===== config.mk =====
export PLATFORM = sky130hd
export DESIGN_NAME = deadlock_report_ctrl
export DESIGN_NICKNAME = d
export VERILOG_FILES = /design/src/rtl/deadlock_report_ctrl.sv
export SDC_FILE = /design/constraint.sdc
export NUM_CORES = 1
export LEC_CHECK = 0
export CAP_MARGIN = 10
export CORE_MARGIN = 2
export CORE_UTILIZATION = 42
export DETAILED_ROUTE_END_ITERATION = 6
export PLACE_DENSITY = 0.74
export SETUP_SLACK_MARGIN = 0.3
export SYNTH_ARGS = -nofsm -noshare
export SYNTH_HDL_FRONTEND = slang
export SYNTH_SLANG_ARGS = --single-unit

===== constraint.sdc =====
create_clock -name clock -period 1.9 [get_ports clock]
set_input_delay 0.475 -clock clock [delete_from_list [all_inputs] [get_ports clock]]
set_output_delay 0.475 -clock clock [all_outputs]
set_load 0.1 [all_outputs]

===== src/rtl/deadlock_report_ctrl.sv =====
// Debounces monitor block indications into a sticky deadlock, freezes per-monitor
// block-info at detection, and streams blocked monitors out lowest index first.
module deadlock_report_ctrl #(
    parameter int NUM_MON = 2,
    parameter int INFO_W  = 9,
    parameter int TIMEOUT = 16,
    localparam int CNT_W  = $clog2(TIMEOUT + 1),
    localparam int IDX_W  = (NUM_MON > 1) ? $clog2(NUM_MON) : 1
) (
    input  logic                      clock,
    input  logic                      reset,
    input  logic [NUM_MON-1:0]        mon_block,
    input  logic [NUM_MON*INFO_W-1:0] mon_info,
    input  logic                      progress,
    input  logic                      all_idle,
    input  logic                      clear,
    output logic                      rpt_valid,
    input  logic                      rpt_ready,
    output logic [IDX_W-1:0]          rpt_idx,
    output logic [INFO_W-1:0]         rpt_info,
    output logic                      rpt_last,
    output logic                      deadlock,
    output logic                      busy
);

    typedef enum logic [1:0] {IDLE, ARMED, REPORT, DONE} state_t;

    state_t                          state, state_n;
    logic [CNT_W-1:0]                cnt, cnt_n;
    logic [NUM_MON-1:0]              pend, pend_n;
    logic [NUM_MON-1:0][INFO_W-1:0]  snap_info;
    logic                            deadlock_n;
    logic                            snap_en;
    logic                            stall;
    logic [NUM_MON-1:0]              pend_low;
    logic [IDX_W-1:0]                low_idx;
    logic                            in_report;

    assign stall     = (|mon_block) & ~progress & ~all_idle;
    assign in_report = (state == REPORT);
    assign pend_low  = pend & (~pend + NUM_MON'(1));

    always_comb begin
        low_idx = '0;
        for (int unsigned i = NUM_MON; i > 0; i--) begin
            if (pend[i-1]) low_idx = IDX_W'(i - 1);
        end
    end

    assign rpt_valid = in_report;
    assign rpt_idx   = in_report ? low_idx : '0;
    assign rpt_info  = in_report ? snap_info[low_idx] : '0;
    assign rpt_last  = in_report & ((pend & (pend - NUM_MON'(1))) == '0);
    assign busy      = (state == ARMED) | in_report;

    always_comb begin
        state_n    = state;
        cnt_n      = cnt;
        pend_n     = pend;
        deadlock_n = deadlock;
        snap_en    = 1'b0;
        unique case (state)
            IDLE: begin
                if (stall) begin
                    if (TIMEOUT == 1) begin
                        snap_en = 1'b1;
                    end else begin
                        state_n = ARMED;
                        cnt_n   = CNT_W'(1);
                    end
                end
            end
            ARMED: begin
                if (!stall) begin
                    state_n = IDLE;
                    cnt_n   = '0;
                end else if (cnt == CNT_W'(TIMEOUT - 1)) begin
                    snap_en = 1'b1;
                end else begin
                    cnt_n = cnt + CNT_W'(1);
                end
            end
            REPORT: begin
                if (rpt_ready) begin
                    pend_n = pend & ~pend_low;
                    if (rpt_last) state_n = DONE;
                end
            end
            DONE: ;
            default: state_n = IDLE;
        endcase
        if (snap_en) begin
            pend_n     = mon_block;
            deadlock_n = 1'b1;
            state_n    = REPORT;
            cnt_n      = '0;
        end
        // clear overrides a snapshot or handshake landing on the same edge
        if (clear) begin
            state_n    = IDLE;
            cnt_n      = '0;
            pend_n     = '0;
            deadlock_n = 1'b0;
            snap_en    = 1'b0;
        end
    end

    always_ff @(posedge clock) begin
        if (reset) begin
            state     <= IDLE;
            cnt       <= '0;
            pend      <= '0;
            deadlock  <= 1'b0;
            snap_info <= '0;
        end else begin
            state    <= state_n;
            cnt      <= cnt_n;
            pend     <= pend_n;
            deadlock <= deadlock_n;
            if (snap_en) snap_info <= mon_info;
        end
    end

endmodule


Word-level counts from Yosys, hierarchy flattened
Index checks and enable logic that the tools add are counted.
{ "word_totals": {"word_cells": 71, "output_inout_bits": 14, "ff_bits": 28, "input_bits": 26} }
{ "op_classes": {"order_cmp": 1, "addsub": 3, "reduce_logical": 14, "n_mux": 23, "n_bitwise": 11, "eq_ne": 12} }
{ "op_table": {"columns": ["op", "n"], "rows": [
  ["2-to-1 mux 9 bit", 3],
  ["2-to-1 mux 2 bit", 8],
  ["2-to-1 mux 5 bit", 3],
  ["case mux 5 bit (2 select lines)", 1],
  ["AND reduction 5 bit", 2],
  ["inequality test 3 x 2 -> 1 bit, second input constant", 3],
  ["inequality test 2 bit, second input constant", 4],
  ["2-to-1 mux 1 bit", 7],
  ["bitwise AND 2 bit", 3],
  ["inequality test 3 bit, second input constant", 2],
  ["case mux 2 bit (3 select lines)", 1],
  ["nonzero test 2 bit", 3],
  ["adder 5 x 1 -> 5 bit, second input constant", 1],
  ["equality test 5 x 4 -> 1 bit, second input constant", 1],
  ["zero test 2 bit", 2],
  ["inverter 2 bit", 2],
  ["nonzero test 4 bit", 1],
  ["OR reduction 2 bit", 2],
  ["bitwise AND 1 bit", 3],
  ["AND reduction 3 bit", 1],
  ["nonzero test 3 bit", 1],
  ["OR reduction 3 bit", 1],
  ["adder 2 x 1 -> 2 bit, second input constant", 1],
  ["equality test 2 x 1 -> 1 bit, second input constant", 1],
  ["other kinds (6)", 7]
]} }

Logic depth before layout (Yosys ltp)
{ "depth": {"depth_word": 8, "ltp_mapped": 9, "ltp_nobuf": 7} }

Least setup slack after synthesis
OpenSTA, ideal clock, no wires.
{ "synth_path": {"path_kind": "flip-flop to output port", "from": "register state[0]", "to": "output port rpt_info[0]", "slack_ps": -2333, "t_arrival_ps": 3758, "t_required_ps": 1425, "stages_incl_launch_ff": 5, "n_path_buf": 1, "cell_sequence": "dfxtp_1 > inv_1 > ha_1 > clkbuf_1 > a21boi_0"} }
{ "synth_via": {"elab_chain_cells": 2} }
{ "synth_rtl": {"columns": ["item", "line_no", "source"], "rows": [
  ["start, declared", "28", "state_t state, state_n;"],
  ["start signal, assigned", "116", "state <= state_n;"],
  ["equality test 2 bit", "40", "assign in_report = (state == REPORT);"],
  ["named net rpt_valid", "17", "output logic rpt_valid,"],
  ["2-to-1 mux 9 bit", "52", "assign rpt_info = in_report ? snap_info[low_idx] : '0;"],
  ["end, declared", "20", "output logic [INFO_W-1:0] rpt_info,"]
]} }
The timed path passes the listed nets, and every way through them passes these cells.

Final worst setup path
{ "layout_path": {"from": "register pend[1]", "to": "output port rpt_info[4]"} }
{ "layout_via": {"elab_chain_cells": 5} }
{ "layout_rtl": {"columns": ["item", "line_no", "source"], "rows": [
  ["start, declared", "30", "logic [NUM_MON-1:0] pend, pend_n;"],
  ["start signal, assigned", "118", "pend <= pend_n;"],
  ["2-to-1 mux 1 bit (2 in a row)", "46", "if (pend[i-1]) low_idx = IDX_W'(i - 1);"],
  ["2-to-1 mux 9 bit (implied by the code) (2 in a row)", "52", null],
  ["2-to-1 mux 9 bit", "52", null]
]} }
Every way passes these cells. The select of a mux whose other input is x is not followed.

==> impl_metrics.ini <==
[placement]
placed_area_um2 = 2220
dp_hpwl_mm = 3.00
portBuffers = 39
place_congestion = 0.820
dpl_worst_slack_ns = -0.392

[yosys]
synthXorXnorAreaFrac_pct = 0
ys_seq_elements = 28
yosys_warnings = 0
synth_compound_area_share_pct = 13.2
synth.distinct_cells = 36
muxShareOfSynthArea_pct = 12.6
synthCells = 168
synthSimpleGateAreaFrac_pct = 24.7
yosys.area_share.adder_pct = 6.10
syn-num-nets = 201
async_flop_share_pct = 0
syn_area_um2 = 1440
synth_ff_type = dfxtp_1
seq_area_frac_synth_pct = 39.1
synth_area_per_cell_um2 = 8.54
synth_top_family_by_area = simple AND/OR/NAND/NOR gates
synth_edf_count = 0

[min_path]
min_delay_path_depth = 2
hold_path.class = flop to flop

[worst_setup_path]
path_buf_inv = 2
cp.arrival_ns = 1.49
critPathMaxFanout = 7
ff2ff_path_depth = 8
end_kind = output port
slowest_delay_ns = 0.39
path_cells = nor2b_4 -> buf_6 -> nand2_1 -> a21boi_4 -> buf_12
cpLargestDelayFamily = flip-flops
critPathSlowestCell = dfxtp_4
critPathRequiredTime_ns = 1.42
crit_type = flop to output port
crit_path_start_kind = flop
path_depth = 5

[detailed_routing]
viasPerCell = 5.60
drtIter0Drc = 73
drc_errors = 0
drt-pass1-iter-count = 4
vias = 1589
antenna_left = 0
wl_per_cell_um = 19.5
drt_wl_total_mm = 5.54

[cells_and_area]
antennaDiodeCount = 0
synthToLayoutAreaGrowth_pct = 89.5
layout.nets = 272
fillCellCount = 195
layout_common_cells = nor2_1, dfxtp_1, clkdlybuf4s50_1
multi_input_area_um2 = 1210
ff_latch_area_um2 = 576
drive_gt1_share_pct = 48.3
utilization_pct = 82.1
final_area_um2 = 2720

[pwr]
power.share.clock_pct = 28.9
power.density_nw_per_um2 = 385
swShare_pct = 24.8
peakVddDrop_mv = 0.297
internal_power_mw = 0.787
p_leak_nw = 1.08
p_seq_share_pct = 56.1
p_sw_mw = 0.259
power_frac_comb_pct = 15.0

[timing]
skew_ns = 0.00911
finalSetupTns_ns = -0.472
final_max_slew_viol_count = 0
fin_crit_sh_pct = 104
hold_violations = 0
hold_ws_ns = 0.533
rsz0062_at_grt = yes
max_freq_mhz = 508
period_minus_slack_ns = 1.97
finalSetupViolCount = 10
relSlewSlack_pct = 66.5
finalWorstSetupSlack_ns = -0.0691
worst_slew_pin_slew_ns = 0.502

[clocking]
clk_pin_slew_ns = 0.16
htree_levels = 1
cts_buffers = 3
cts_hold_buf = 0
cts-root-buf = clkbuf_4
clock-sinks = 28
cts_tree = done
insertion_delay_ns = 0.34
cts_buffer_depth = 2

[global_routing]
grt_pass1_wl_mm = 8.11
overflow = 0
globalRouteTotalUtil_pct = 26.4
grt_pass1_vias = 1653
grt_start_max_net_pins = 19
antenna_found_initial = 0

[floorplan]
num_rows = 21
fp.dieH_um = 62.5
io_pins = 40
dieWidth_um = 62.5
start_util_pct = 43.3
die_area_um2 = 3900
coreArea_um2 = 3310

[status]
violations = negative setup slack
status = finished with violations

[run]
maxCapViolations = 0
[metrics by stage]
stage,power (mW),cells
CTS,1.02,278
floorplan,0.646,168
global placement,0.721,256
detailed placement,0.724,256
finish,1.05,284
global route,1.08,284
[layout make-up]
class / instances / share of cell area, %
clock buffer: 4 / 1.33
inverter: 5 / 0.690
multi-input combinational: 131 / 44.7
sequential: 28 / 21.2
tap: 46 / 2.12
timing repair buffer: 70 / 30.0
[Yosys cell counts (2+ instances only)]
| cell type | n | area share, % |
|---|---|---|
| nor2b_1 | 3 | 1.3 |
| and2_1 | 2 | 0.87 |
| buf_6 | 2 | 1.6 |
| nor2_1 | 26 | 6.8 |
| clkbuf_1 | 6 | 1.6 |
| a21oi_1 | 5 | 1.7 |
| nand3_1 | 4 | 1.4 |
| or3_1 | 2 | 0.87 |
| or2_2 | 2 | 0.87 |
| nor3_1 | 2 | 0.70 |
| inv_1 | 5 | 1.3 |
| dfxtp_1 | 28 | 39 |
| a21boi_0 | 9 | 4.7 |
| nand2_1 | 24 | 6.3 |
| a31oi_1 | 2 | 0.87 |
| o21ai_0 | 2 | 0.70 |
| mux2i_1 | 18 | 13 |
| nand2b_1 | 2 | 0.87 |
| ha_1 | 7 | 6.1 |
[sequential cells by signal (all words and copies together) (netlist names)]
register and count:
deadlock 1, pend 2, cnt 5, snap_info 18, state 2
[worst paths after layout]
check | to | slack, ns | startpoint
hold reg to reg | cnt[3] | 0.53 | cnt[3]
setup / recovery | rpt_info[4] | -0.07 | pend[1]
hold / removal | cnt[3] | 0.53 | cnt[3]
setup reg to reg | snap_info[17] | -0.03 | cnt[0]
[worst min-delay path, cell delays in order (launching register included)]
cell	delay [ns]
dfxtp_1	0.36
nand2_1	0.07
a31oi_1	0.07
[power groups by stage]
stage	clock, mW	combinational (mW)	sequential, mW
6_report	0.302	0.157	0.587
5_1_grt	0.324	0.165	0.587
2_1_floorplan	0	0.0423	0.604
3_3_place_gp	0	0.117	0.604
3_5_place_dp	0	0.120	0.604
4_1_cts	0.298	0.141	0.586
[per-layer routing]
metal	global-route usage [%]	routed length [um]	share of wire, %
met5	0	0	0
met4	10.8	63	1.1
met3	6.49	294	5.3
met2	47.0	2960	53
met1	30.1	2230	40
[cell families after synthesis]
family	after synthesis
fa+ha+maj	7
simple gates	75
compound gates	27
mux	18
flops	28
buf+inv	13
[repair_timing]
item,CTS,global route
endpoints found under the setup margin,39,41
buffers inserted,15,5
cloned,3,1
gates resized for setup,53,21
pin swaps,30,12
(Power assumes the default switching activity.)
